==> src/rtl/turn_signal_input_conditioner.sv <==
// Conditions the raw turn-signal lever and hazard button contacts into clean requests:
// synchronize, debounce, hazard press-toggle, per-lever auto-cancel FSM and conflict detection.
module turn_signal_input_conditioner #(
   parameter int unsigned DB_CYCLES      = 1_000_000,
   parameter int unsigned TIMEOUT_CYCLES = 1_500_000_000
) (
   input  logic clk,
   input  logic rst_n,
   input  logic LT_SW,
   input  logic RT_SW,
   input  logic HAZ_BTN,
   output logic LT,
   output logic RT,
   output logic HAZ,
   output logic FAULT
);

   localparam int unsigned DbW  = $clog2(DB_CYCLES + 1);
   localparam int unsigned TmrW = $clog2(TIMEOUT_CYCLES + 1);

   localparam logic [DbW-1:0]  DbLast  = DbW'(DB_CYCLES - 1);
   localparam logic [TmrW-1:0] TmrMax  = TmrW'(TIMEOUT_CYCLES);
   localparam logic [TmrW-1:0] TmrLast = TmrW'(TIMEOUT_CYCLES - 1);

   typedef enum logic [1:0] {
      StIdle,
      StActive,
      StCancelled
   } lever_state_e;

   // Channel index: 0 = left lever, 1 = right lever, 2 = hazard button.
   logic [2:0]      raw;
   logic [2:0]      sync1_q;
   logic [2:0]      sync2_q;
   logic [2:0]      db_q;
   logic [DbW-1:0]  db_cnt_q [3];
   logic            haz_prev_q;
   logic            fault_now;

   lever_state_e    state_q [2];
   lever_state_e    state_d [2];
   logic [TmrW-1:0] tmr_q   [2];
   logic [TmrW-1:0] tmr_d   [2];

   assign raw       = {HAZ_BTN, RT_SW, LT_SW};
   assign fault_now = db_q[0] & db_q[1];

   always_ff @(posedge clk or negedge rst_n) begin
      if (!rst_n) begin
         sync1_q <= '0;
         sync2_q <= '0;
      end else begin
         sync1_q <= raw;
         sync2_q <= sync1_q;
      end
   end

   // The stable level flips on the DB_CYCLES-th consecutive disagreeing sample; the counter
   // is cleared on the flip, so it never exceeds DB_CYCLES-1.
   always_ff @(posedge clk or negedge rst_n) begin
      if (!rst_n) begin
         db_q <= '0;
         for (int i = 0; i < 3; i++) begin
            db_cnt_q[i] <= '0;
         end
      end else begin
         for (int i = 0; i < 3; i++) begin
            if (sync2_q[i] == db_q[i]) begin
               db_cnt_q[i] <= '0;
            end else if (db_cnt_q[i] >= DbLast) begin
               db_q[i]     <= sync2_q[i];
               db_cnt_q[i] <= '0;
            end else begin
               db_cnt_q[i] <= db_cnt_q[i] + 1'b1;
            end
         end
      end
   end

   always_comb begin
      for (int i = 0; i < 2; i++) begin
         state_d[i] = state_q[i];
         tmr_d[i]   = tmr_q[i];
         unique case (state_q[i])
            StIdle: begin
               if (db_q[i]) begin
                  state_d[i] = StActive;
                  tmr_d[i]   = '0;
               end
            end
            StActive: begin
               if (!db_q[i]) begin
                  state_d[i] = StIdle;
               end else if (!fault_now && (tmr_q[i] != TmrMax)) begin
                  tmr_d[i] = tmr_q[i] + 1'b1;
                  if (tmr_q[i] == TmrLast) begin
                     state_d[i] = StCancelled;
                  end
               end
            end
            StCancelled: begin
               if (!db_q[i]) begin
                  state_d[i] = StIdle;
               end
            end
            default: begin
               state_d[i] = StIdle;
            end
         endcase
      end
   end

   // Outputs are derived from next-state values so LT/RT/FAULT/HAZ all settle on the same edge.
   always_ff @(posedge clk or negedge rst_n) begin
      if (!rst_n) begin
         for (int i = 0; i < 2; i++) begin
            state_q[i] <= StIdle;
            tmr_q[i]   <= '0;
         end
         haz_prev_q <= 1'b0;
         LT         <= 1'b0;
         RT         <= 1'b0;
         HAZ        <= 1'b0;
         FAULT      <= 1'b0;
      end else begin
         for (int i = 0; i < 2; i++) begin
            state_q[i] <= state_d[i];
            tmr_q[i]   <= tmr_d[i];
         end
         haz_prev_q <= db_q[2];
         LT         <= (state_d[0] == StActive) & ~fault_now;
         RT         <= (state_d[1] == StActive) & ~fault_now;
         HAZ        <= HAZ ^ (db_q[2] & ~haz_prev_q);
         FAULT      <= fault_now;
      end
   end

endmodule

==> config.mk <==
export PLATFORM = sky130hd
export DESIGN_NAME = turn_signal_input_conditioner
export DESIGN_NICKNAME = d
export VERILOG_FILES = /design/src/rtl/turn_signal_input_conditioner.sv
export SDC_FILE = /design/constraint.sdc
export NUM_CORES = 1
export LEC_CHECK = 0
export BUFFER_PORTS_ARGS = -buffer_cell sky130_fd_sc_hd__buf_2
export CORE_MARGIN = 4
export CORE_UTILIZATION = 41
export CTS_BUF_LIST = sky130_fd_sc_hd__clkbuf_8
export CTS_CLUSTER_SIZE = 40
export DETAILED_ROUTE_END_ITERATION = 8
export HOLD_SLACK_MARGIN = 0.08
export PLACE_DENSITY_LB_ADDON = 0.2
export SKIP_CTS_REPAIR_TIMING = 1
export SLEW_MARGIN = 10
export SYNTH_ARGS = -nofsm -noshare
export SYNTH_HDL_FRONTEND = slang
export SYNTH_SLANG_ARGS = --single-unit
==> constraint.sdc <==
create_clock -name clk -period 6.4 [get_ports clk]
set_clock_uncertainty 0.2 [all_clocks]
set_input_delay 0.64 -clock clk [delete_from_list [all_inputs] [get_ports clk]]
set_output_delay 0.64 -clock clk [all_outputs]
set_load 0.03 [all_outputs]
==> results.toml <==
[synth]
yosysTopAreaCell = "dfrtp_1"
synth_area_leaders = "dfrtp_1, nor2_1, xnor2_1"
yosys_warnings = 0
synth_ff_type = "dfrtp_1"
syn_inst = 762
synth-seq-cells = 140
synth-seq-area-share_pct = 48.7
synth.avg_cell_area_um2 = 9.43
synth-edff-count = 0
synth_async_sr_flop_share_pct = 100
synth.distinct_cells = 54
syn-num-nets = 774
synth_top_area_share_pct = 48.7
synth_area_um2 = 7190

[job]
max_cap_viol_count = 0

[clock_network]
cts_inserted_buffers = 17
htree_num_levels = 4
cts_sinks = 140
ctsLongestPathBuffers = 2
clk_pin_slew_worst_paths_ns = 0.08
cts_tree = "built"
insertion_delay_ns = 0.45
cts_root_buf = "clkbuf_8"

[sta]
slew_headroom_pct = 46.6
rsz0062_at_grt = "false"
setup_viol = 0
fmax_mhz = 400
finalCriticalPeriod_ns = 2.50
final.period_utilization_pct = 39.0
tns_ns = 0
finalHoldViolCount = 0
slew_violations = 0
tightest_slew_ns = 0.789

[setup_path]
crit_chain = "nor4bb_1, nand4_1, nor4_1, xnor2_1, nor2_1"
cp_data_required_time_ns = 6.53
r2r_setup_slack_ns = 3.90
critPathSlowestCell = "dfrtp_1"
critical_path_class = "register to register"
cpPeakStageDelay_ns = 0.53
reg2reg_to = "tmr_q[23]"
arrival_ns = 2.62
crit_buf_inv = 0
end_kind = "register"
worstSetupStartpointType = "register"
crit_family = "simple AND/OR/NAND/NOR gates"
cp_max_fo = 14
r2r-start = "db_q[0]"
worst_r2r_path_depth = 5

[drt]
drt-pass1-iter-count = 4
num_vias = 5409
via_per_inst = 5.37
drt-initial-drc-count = 335
ant_nets = 0
wl_per_cell_um = 14.0
drt-total-wl_mm = 14.1
drcViolationCount = 0

[layout]
fin_cells = 1008
num-nets-final = 782
drive_gt1_share_pct = 8.43
final_util_pct = 46.2
area_growth_syn_to_layout_pct = 10.8
antennaDiodeCount = 0

[die]
start_util_pct = 41.7
core_um2 = 17200
rows = 48
die-height_um = 140
io_pins = 9
fp.dieW_um = 140
die_area_um2 = 19700

[global_routing]
antenna_found_initial = 0
grt_usage_pct = 15.1
grt_max_degree = 88
overflow = 0
grt_pass1_wl_mm = 25.0
grt_pass1_vias = 5293

[outcome]
outcome = "completed"

[placed_design]
finalWeightedCongestion = 0.816
place.detailed.hpwl_mm = 9.39
placed_cells = 973
io_buffers = 8

[power_and_ir_drop]
power.density_nw_per_um2 = 237
power.leakage_uw = 0.00343
finalPower_uw = 1890
max-vdd-ir-drop_mv = 0.126

[min_path]
hp-class = "primary input to asynchronous set/reset pin"
-- final cells by class --
type	instances	area [µm²]
clock inverters	14	240
clock buffers	18	248
well taps	225	282
repair buffers	15	106
flip-flops and latches	140	3500
fillers	1598	9270
inverters	19	71.3
multi-input cells	577	3520
-- synthesized netlist by cell type, drive strengths merged (8+ instances only) --
cell type  number
nor3           19
and3           19
nor4           25
inv            19
clkbuf         19
or3            15
xnor2          45
a21oi          20
nor2          122
nor2b           8
and4            9
nand2          55
dfrtp         140
o21ai          22
and2            8
nand3          57
nand4          31
or4             9
xor2           42
-- state kept, by name, indices dropped and copies added, names as in the netlist --
signal,flops
sync2_q,3
LT,1
haz_prev_q,1
HAZ,1
sync1_q,3
state_q,4
db_cnt_q,60
RT,1
FAULT,1
db_q,3
tmr_q,62
-- per-stage QoR --
step	instance area [µm²]	setup WS, ns	hold WS (ns)
finish	7970	3.90	0.0328
floorplan	7190	4.28	0.131
detailed placement	7440	3.56	0.143
global placement	7440	3.61	0.135
global route	7970	3.60	0.103
CTS	7920	3.53	0.0659
-- routing by layer --
layer / vias up / wire length [µm] / track usage (%) / share of wire, %
li1: 2698 / - / - / -
met2: 50 / 6720 / 23.6 / 48
met5: - / 0 / 0 / 0
met3: 10 / 420 / 3.86 / 3.0
met4: 0 / 83 / 4.69 / 0.59
met1: 2651 / 6860 / 20.8 / 49
-- worst register-to-register path: stages, from the launching register on --
cell and delay [ns]:
dfrtp_1 0.53, nor4bb_1 0.43, nand4_1 0.52, nor4_1 0.49
xnor2_1 0.16, nor2_1 0.05
-- worst max path at each step --
stage                  from      endpoint  slack [ns]  depth (start not counted)
2_1_floorplan     tmr_q[25]      tmr_q[0]        4.28                          4
3_3_place_gp   db_cnt_q[40]  db_cnt_q[54]        3.61                          6
3_5_place_dp   db_cnt_q[40]  db_cnt_q[57]        3.56                          6
4_1_cts        db_cnt_q[40]  db_cnt_q[55]        3.53                          6
5_1_grt             db_q[0]     tmr_q[27]        3.60                          5
6_report            db_q[0]     tmr_q[23]        3.90                          5
-- power by group --
group / internal [µW] / total [µW] / switching, µW / leakage, µW
clock network: 515 / 864 / 349 / 0.000239
logic: 30.9 / 80.0 / 49.1 / 0.00126
registers: 912 / 944 / 31.4 / 0.00193
total: 1460 / 1890 / 430 / 0.00343
-- placed cells by master, fill, tap and decap left out, types with 6 or more instances in the layout --
cell / Yosys / layout
o21a_1: 7 / 7
nor3_1: 18 / 18
and2_1: 8 / 8
inv_1: 19 / 19
clkbuf_8: 0 / 18
xnor2_1: 45 / 45
dfrtp_1: 140 / 140
a21oi_1: 20 / 20
ha_1: 7 / 7
o21ai_0: 21 / 21
xor2_1: 42 / 42
nor2b_1: 8 / 8
nor2_1: 122 / 120
o31ai_1: 7 / 7
nand3_1: 56 / 56
nand2_1: 54 / 54
nor4_1: 22 / 22
buf_2: 3 / 7
and4_1: 9 / 9
or3_1: 15 / 15
bufinv_16: 0 / 6
and3_1: 19 / 19
nand4_1: 30 / 30
or4_1: 8 / 8
-- cell families after synthesis --
kind of cell	Yosys count	synth area share, %
buf+inv	45	2.51
compound gates	78	6.93
simple gates	400	29.3
xor+xnor	87	10.6
flops	140	48.7
fa+ha+maj	7	1.22
mux	5	0.696
Note: power is estimated with default switching activity, not from simulation.
